`src/rtl/cs42448_adc_rx.sv`:
```
// cs42448_adc_rx: I2S capture of the three CS42448 stereo ADC serial lines
// into six DATA_W-bit two's-complement parallel samples.
// SCLK/LRCK arrive already synchronous to sys_clk, so edges are detected
// with a single register stage and no synchroniser.
// Optional feature: define CS42448_ADC_HPF_EN to insert a per-channel DC
// blocker in front of the output registers (adds one cycle of latency).
module cs42448_adc_rx #(
  parameter int DATA_W    = 16,
  parameter int SLOT_W    = 32,
  parameter int HPF_SHIFT = 10
) (
  input  logic              sys_clk,
  input  logic              sys_rst,
  input  logic              init_done,
  input  logic              adc_sclk,
  input  logic              adc_lrck,
  input  logic              ADC_SDIN_CH0,
  input  logic              ADC_SDIN_CH1,
  input  logic              ADC_SDIN_CH2,
  output logic [DATA_W-1:0] adc_dout_l0,
  output logic [DATA_W-1:0] adc_dout_r0,
  output logic [DATA_W-1:0] adc_dout_l1,
  output logic [DATA_W-1:0] adc_dout_r1,
  output logic [DATA_W-1:0] adc_dout_l2,
  output logic [DATA_W-1:0] adc_dout_r2,
  output logic              adc_valid,
  output logic              frame_err
);

  localparam int NPAIR = 3;
  localparam int NCH   = 2 * NPAIR;
  localparam int CNT_W = $clog2(SLOT_W + 1);

  localparam logic [CNT_W-1:0] CNT_ONE  = CNT_W'(1);
  localparam logic [CNT_W-1:0] CNT_LAST = CNT_W'(DATA_W);
  localparam logic [CNT_W-1:0] CNT_FULL = CNT_W'(DATA_W + 1);
  localparam logic [CNT_W-1:0] CNT_MAX  = CNT_W'(SLOT_W);

  typedef enum logic [1:0] {
    IDLE  = 2'd0,
    SYNC  = 2'd1,
    CAP_L = 2'd2,
    CAP_R = 2'd3
  } state_t;

  state_t state_q, state_d;

  logic sclk_prev_q, lrck_prev_q;
  logic sclk_rise, lrck_fall, lrck_rise, lrck_edge;

  logic [CNT_W-1:0] cnt_q, cnt_d;
  logic             slot_short;

  logic [NPAIR-1:0][DATA_W-1:0] shift_q, shift_d;
  logic [NPAIR-1:0][DATA_W-1:0] lhold_q, lhold_d;
  logic                         bad_q, bad_d;
  logic                         frame_err_q, frame_err_d;
  logic                         commit;
  logic [NPAIR-1:0]             sdin;

  logic [NCH-1:0][DATA_W-1:0]   cap_vec;
  logic [NCH-1:0][DATA_W-1:0]   out_q, out_d;
  logic                         valid_q, valid_d;

  assign sdin = {ADC_SDIN_CH2, ADC_SDIN_CH1, ADC_SDIN_CH0};

  // Edge detection against the one-cycle-delayed copies of SCLK and LRCK.
  always_comb begin
    sclk_rise = adc_sclk & ~sclk_prev_q;
    lrck_fall = ~adc_lrck & lrck_prev_q;
    lrck_rise = adc_lrck & ~lrck_prev_q;
    lrck_edge = lrck_fall | lrck_rise;
  end

  // Frame FSM, bit counter, shift registers and slot-boundary bookkeeping.
  always_comb begin
    state_d     = state_q;
    cnt_d       = cnt_q;
    shift_d     = shift_q;
    lhold_d     = lhold_q;
    bad_d       = bad_q;
    frame_err_d = 1'b0;
    commit      = 1'b0;
    slot_short  = (cnt_q < CNT_FULL);

    if (!init_done) begin
      state_d = IDLE;
      cnt_d   = '0;
      shift_d = '0;
      lhold_d = '0;
      bad_d   = 1'b0;
    end else begin
      case (state_q)
        IDLE: begin
          state_d = SYNC;
        end
        SYNC: begin
          if (lrck_fall) begin
            state_d = CAP_L;
            cnt_d   = sclk_rise ? CNT_ONE : '0;
            shift_d = '0;
            bad_d   = 1'b0;
          end
        end
        CAP_L, CAP_R: begin
          if (lrck_edge) begin
            cnt_d   = sclk_rise ? CNT_ONE : '0;
            shift_d = '0;
            if (slot_short) begin
              frame_err_d = 1'b1;
            end
            if ((state_q == CAP_L) && lrck_rise) begin
              state_d = CAP_R;
              if (slot_short) begin
                bad_d = 1'b1;
              end else begin
                lhold_d = shift_q;
              end
            end else if ((state_q == CAP_R) && lrck_fall) begin
              state_d = CAP_L;
              commit  = !slot_short && !bad_q;
              bad_d   = 1'b0;
            end
          end else if (sclk_rise) begin
            if (cnt_q != CNT_MAX) begin
              cnt_d = cnt_q + CNT_ONE;
            end
            if ((cnt_q >= CNT_ONE) && (cnt_q <= CNT_LAST)) begin
              for (int p = 0; p < NPAIR; p++) begin
                shift_d[p] = {shift_q[p][DATA_W-2:0], sdin[p]};
              end
            end
          end
        end
        default: begin
          state_d = IDLE;
        end
      endcase
    end
  end

  // Interleave the captured slots into output-channel order (l0, r0, l1, ...).
  always_comb begin
    cap_vec = '0;
    for (int p = 0; p < NPAIR; p++) begin
      cap_vec[2*p]   = lhold_q[p];
      cap_vec[2*p+1] = shift_q[p];
    end
  end

  // Capture-side state registers with synchronous reset.
  always_ff @(posedge sys_clk) begin
    if (sys_rst) begin
      state_q     <= IDLE;
      sclk_prev_q <= 1'b0;
      lrck_prev_q <= 1'b0;
      cnt_q       <= '0;
      shift_q     <= '0;
      lhold_q     <= '0;
      bad_q       <= 1'b0;
      frame_err_q <= 1'b0;
    end else begin
      state_q     <= state_d;
      sclk_prev_q <= adc_sclk;
      lrck_prev_q <= adc_lrck;
      cnt_q       <= cnt_d;
      shift_q     <= shift_d;
      lhold_q     <= lhold_d;
      bad_q       <= bad_d;
      frame_err_q <= frame_err_d;
    end
  end

`ifdef CS42448_ADC_HPF_EN
  localparam int ACC_W  = DATA_W + HPF_SHIFT + 1;
  localparam int DIFF_W = ACC_W + 1;

  logic                       pend_q;
  logic [NCH-1:0][DATA_W-1:0] raw_q, raw_d;
  logic [NCH-1:0][ACC_W-1:0]  acc_q, acc_d;

  logic signed [DIFF_W-1:0]   x_ext, x_shl, acc_ext, diff, acc_sum, y_full;
  logic [DIFF_W-DATA_W:0]     y_top;
  logic [DATA_W-1:0]          y_sat;

  // Latch the committed raw samples so the filter runs one cycle later.
  always_comb begin
    raw_d = commit ? cap_vec : raw_q;
  end

  // DC blocker: leaky integrator tracks the mean, output is input minus mean.
  always_comb begin
    acc_d   = acc_q;
    out_d   = out_q;
    valid_d = pend_q;
    x_ext   = '0;
    x_shl   = '0;
    acc_ext = '0;
    diff    = '0;
    acc_sum = '0;
    y_full  = '0;
    y_top   = '0;
    y_sat   = '0;
    for (int i = 0; i < NCH; i++) begin
      x_ext   = {{(DIFF_W-DATA_W){raw_q[i][DATA_W-1]}}, raw_q[i]};
      x_shl   = x_ext <<< HPF_SHIFT;
      acc_ext = {acc_q[i][ACC_W-1], acc_q[i]};
      diff    = x_shl - acc_ext;
      acc_sum = acc_ext + (diff >>> HPF_SHIFT);
      y_full  = x_ext - (acc_sum >>> HPF_SHIFT);
      y_top   = y_full[DIFF_W-1:DATA_W-1];
      if ((&y_top) || (~|y_top)) begin
        y_sat = y_full[DATA_W-1:0];
      end else if (y_full[DIFF_W-1]) begin
        y_sat = {1'b1, {(DATA_W-1){1'b0}}};
      end else begin
        y_sat = {1'b0, {(DATA_W-1){1'b1}}};
      end
      if (pend_q) begin
        acc_d[i] = acc_sum[ACC_W-1:0];
        out_d[i] = y_sat;
      end
    end
  end

  // Filter pipeline and output registers.
  always_ff @(posedge sys_clk) begin
    if (sys_rst) begin
      pend_q  <= 1'b0;
      raw_q   <= '0;
      acc_q   <= '0;
      out_q   <= '0;
      valid_q <= 1'b0;
    end else begin
      pend_q  <= commit;
      raw_q   <= raw_d;
      acc_q   <= acc_d;
      out_q   <= out_d;
      valid_q <= valid_d;
    end
  end
`else
  // Raw path: all six outputs load together on a frame commit.
  always_comb begin
    out_d   = commit ? cap_vec : out_q;
    valid_d = commit;
  end

  // Output registers; they hold their value between commits.
  always_ff @(posedge sys_clk) begin
    if (sys_rst) begin
      out_q   <= '0;
      valid_q <= 1'b0;
    end else begin
      out_q   <= out_d;
      valid_q <= valid_d;
    end
  end
`endif

  assign adc_dout_l0 = out_q[0];
  assign adc_dout_r0 = out_q[1];
  assign adc_dout_l1 = out_q[2];
  assign adc_dout_r1 = out_q[3];
  assign adc_dout_l2 = out_q[4];
  assign adc_dout_r2 = out_q[5];
  assign adc_valid   = valid_q;
  assign frame_err   = frame_err_q;

endmodule

```
`config.mk`:
```
export PLATFORM = sky130hd
export DESIGN_NAME = cs42448_adc_rx
export DESIGN_NICKNAME = d
export VERILOG_FILES = /design/src/rtl/cs42448_adc_rx.sv
export SDC_FILE = /design/constraint.sdc
export NUM_CORES = 1
export LEC_CHECK = 0
export ABC_AREA = 1
export ABC_CLOCK_PERIOD_IN_PS = 2700
export BUFFER_PORTS_ARGS = -buffer_cell sky130_fd_sc_hd__clkbuf_2
export CORE_UTILIZATION = 45
export DETAILED_ROUTE_END_ITERATION = 12
export GPL_ROUTABILITY_DRIVEN = 0
export PLACE_DENSITY_LB_ADDON = 0.05
export SLEW_MARGIN = 10
export SYNTH_ARGS = -nofsm -noshare
export SYNTH_HDL_FRONTEND = slang
export SYNTH_SLANG_ARGS = --single-unit
```
`constraint.sdc`:
```
create_clock -name sys_clk -period 2.7 [get_ports sys_clk]
set_input_delay 0.135 -clock sys_clk [delete_from_list [all_inputs] [get_ports sys_clk]]
set_output_delay 0.135 -clock sys_clk [all_outputs]
set_load 0.02 [all_outputs]
```
==> metrics <==
synth unique cells=26; top-level I/O count=106; Synth Warn #=0; Ant. Diodes=0; syn nets=1063; leading register cell type out of synthesis=dfxtp_1; RSZ-0062 raised after global routing=no; Synth Cell Area=0.00779 mm2; number of global-route vias before repair=6053; setup TNS=0 ns; hpwl dp=10700 um; Setup crit start kind=flop; final WL=18000 um; port bufs=105; #FFs+latches synth=205; top-area cell type share of the netlist area=52.7%; drc violations=0; Final Hold Vio Count=0; crit path DAT=2.46 ns; Max Cap Violations=0; TritonCTS clock tree=done; run status=completed; Clock Skew=0.0146 ns; Final #Nets=1146; most numerous cell in the Yosys netlist=nor2_1; final setup vio count=0; Slew Limit Fails=0; die height=134 um; final worst-path cycle share=75.1%; DR vias/cell=4.82; FP Rows=47; Pwr Total=6020 uW; Placeable Area=0.0168 mm2; CP max FO=36; syn_area_per_cell=7.42 um2; GRT Residual Overflow=0; initial antenna violation count=0; CP Data Required Time=3.13 ns; pin count of the biggest net entering global routing=97; Layout area overhead=16.8%; vias=6569; Worst VDD drop=0.453 mV; crit path time final=2.03 ns; First DRT Iteration DRCs=338; CTS Buf Count=22; ratio of cells with drive above 1 in the final layout=14.4%; clock slew at reported path FFs=0.06 ns; H-Tree Depth=1; Least-Margin Pin Slew=0.979 ns; die area=0.0179 mm2; Async SR Flop Fraction=0%; chip width=134 um; Pwr Density=661 mW/mm2; Leakage=0.00408 uW; post-CTS sizing=0; FILL cells=1672; Seq/Total Area, Yosys=52.7%; Clock Sinks=205; HP Class=in2reg; Mapped Cells=1050; Root Driver=clkbuf_16; DR pass1 iterations=4; crit end category=flop; EDFF count, synth=0; Synth area leader=dfxtp_1; Post-synth top cells=395 x nor2_1, 205 x dfxtp_1, 132 x nand2_1, 106 x o21ai_0, 41 x o21ai_1; Setup CP Type=reg2reg; Rel. slew slack=34.6%; drt wl/cell=13.2 um; largest cells by area after synthesis=dfxtp_1 53%, nor2_1 19%, o21ai_0 6.8%; Clock Tree Buf Depth=3; Tot GR Track Use=20.5%; Routed Antenna Nets=0; worst skew pair latency=0.51 ns; first-pass GRT wire length=30100 um; Max Clock Freq=493 MHz; Initial Utilization=46.5%
[critical path, cell delays in order (launching register included)]
cell and delay [ns]:
dfxtp_1 0.31, ha_1 0.32, inv_1 0.08, nand2_2 0.09
nor3_4 0.21, nand2_4 0.24, clkinv_2 0.14, buf_4 0.38
nor2_1 0.07, nor2_1 0.11
[layer usage]
layer / vias up / wire length (um) / global-route usage [%]
li1: 3471 / - / -
met1: 2966 / 8990 / 27.5
met2: 114 / 8150 / 34.3
met3: 18 / 710 / 3.35
met4: 0 / 200 / 4.92
met5: - / 0 / 0
[report_power, final]
| part | switching [uW] | leakage (uW) | internal [uW] | total (uW) |
|---|---|---|---|---|
| clock | 1160 | 0.000325 | 1640 | 2800 |
| sequential | 10.0 | 0.00165 | 3040 | 3050 |
| combinational | 114 | 0.00211 | 60.9 | 175 |
[cell families after synthesis]
kind of cell	after synthesis	share of synthesized area, %
adder cells (fa/ha/maj)	5	0.803
buffers and inverters	103	6.31
AND/OR/NAND/NOR	572	29.3
AO/OA/AOI/OAI	165	10.9
flip-flops	205	52.7
[what timing repair did]
action                    4_1_cts  5_1_grt
buffers inserted                0        0
hold buffers                    7        0
hold endpoints to repair        6        0
[flip-flops by register name, summed over array words and instances, names as in the netlist, 2 cells and up]
signal	count
adc_dout_l1	16
cnt_q	6
adc_dout_r1	16
state_q	2
cap_vec	96
adc_dout_r2	16
adc_dout_r0	16
adc_dout_l0	16
adc_dout_l2	16
[worst paths after layout]
kind / from / endpoint / slack (ns) / cells past startpoint
worst min register to register: bad_q / bad_q / 0.47 / 2
worst min-delay path: init_done / state_q[1] / 0.09 / 3
worst max register to register: lrck_prev_q / adc_dout_l2[4] / 0.67 / 9
worst max-delay path: lrck_prev_q / adc_dout_l2[4] / 0.67 / 9
[layout make-up]
cell class,count,area (um2),share of cell area (%)
clock buffer,30,601,6.60
clock inverter,5,61.3,0.673
inverter,38,144,1.58
multi-input combinational,742,3200,35.1
sequential,205,4100,45.1
tap,220,275,3.02
timing repair buffer,124,723,7.94
[per-stage QoR]
step	hold slack (ns)	utilization, %	instances	setup slack (ns)	cell area [um2]
2_1_floorplan	0.206	-	1050	1.08	7790
3_3_place_gp	0.347	50.0	1322	0.675	8370
3_5_place_dp	0.350	50.0	1322	0.632	8370
4_1_cts	0.0652	54.3	1364	0.626	9110
5_1_grt	0.0663	54.3	1364	0.429	9110
6_report	0.0864	54.3	1364	0.673	9110
[layout by cell type (no fill, tap or decap), types with 7 or more instances in the layout]
cell / n
a21oi_1: 9
o21ai_0: 106
inv_1: 29
dfxtp_1: 205
inv_2: 8
dlygate4sd3_1: 7
a22oi_1: 9
clkbuf_2: 105
clkbuf_16: 22
nand3_1: 17
nand2_1: 132
o21ai_1: 41
nor2_1: 395
nand3b_1: 9
buf_4: 9
Power figures use the tool's default switching activity.
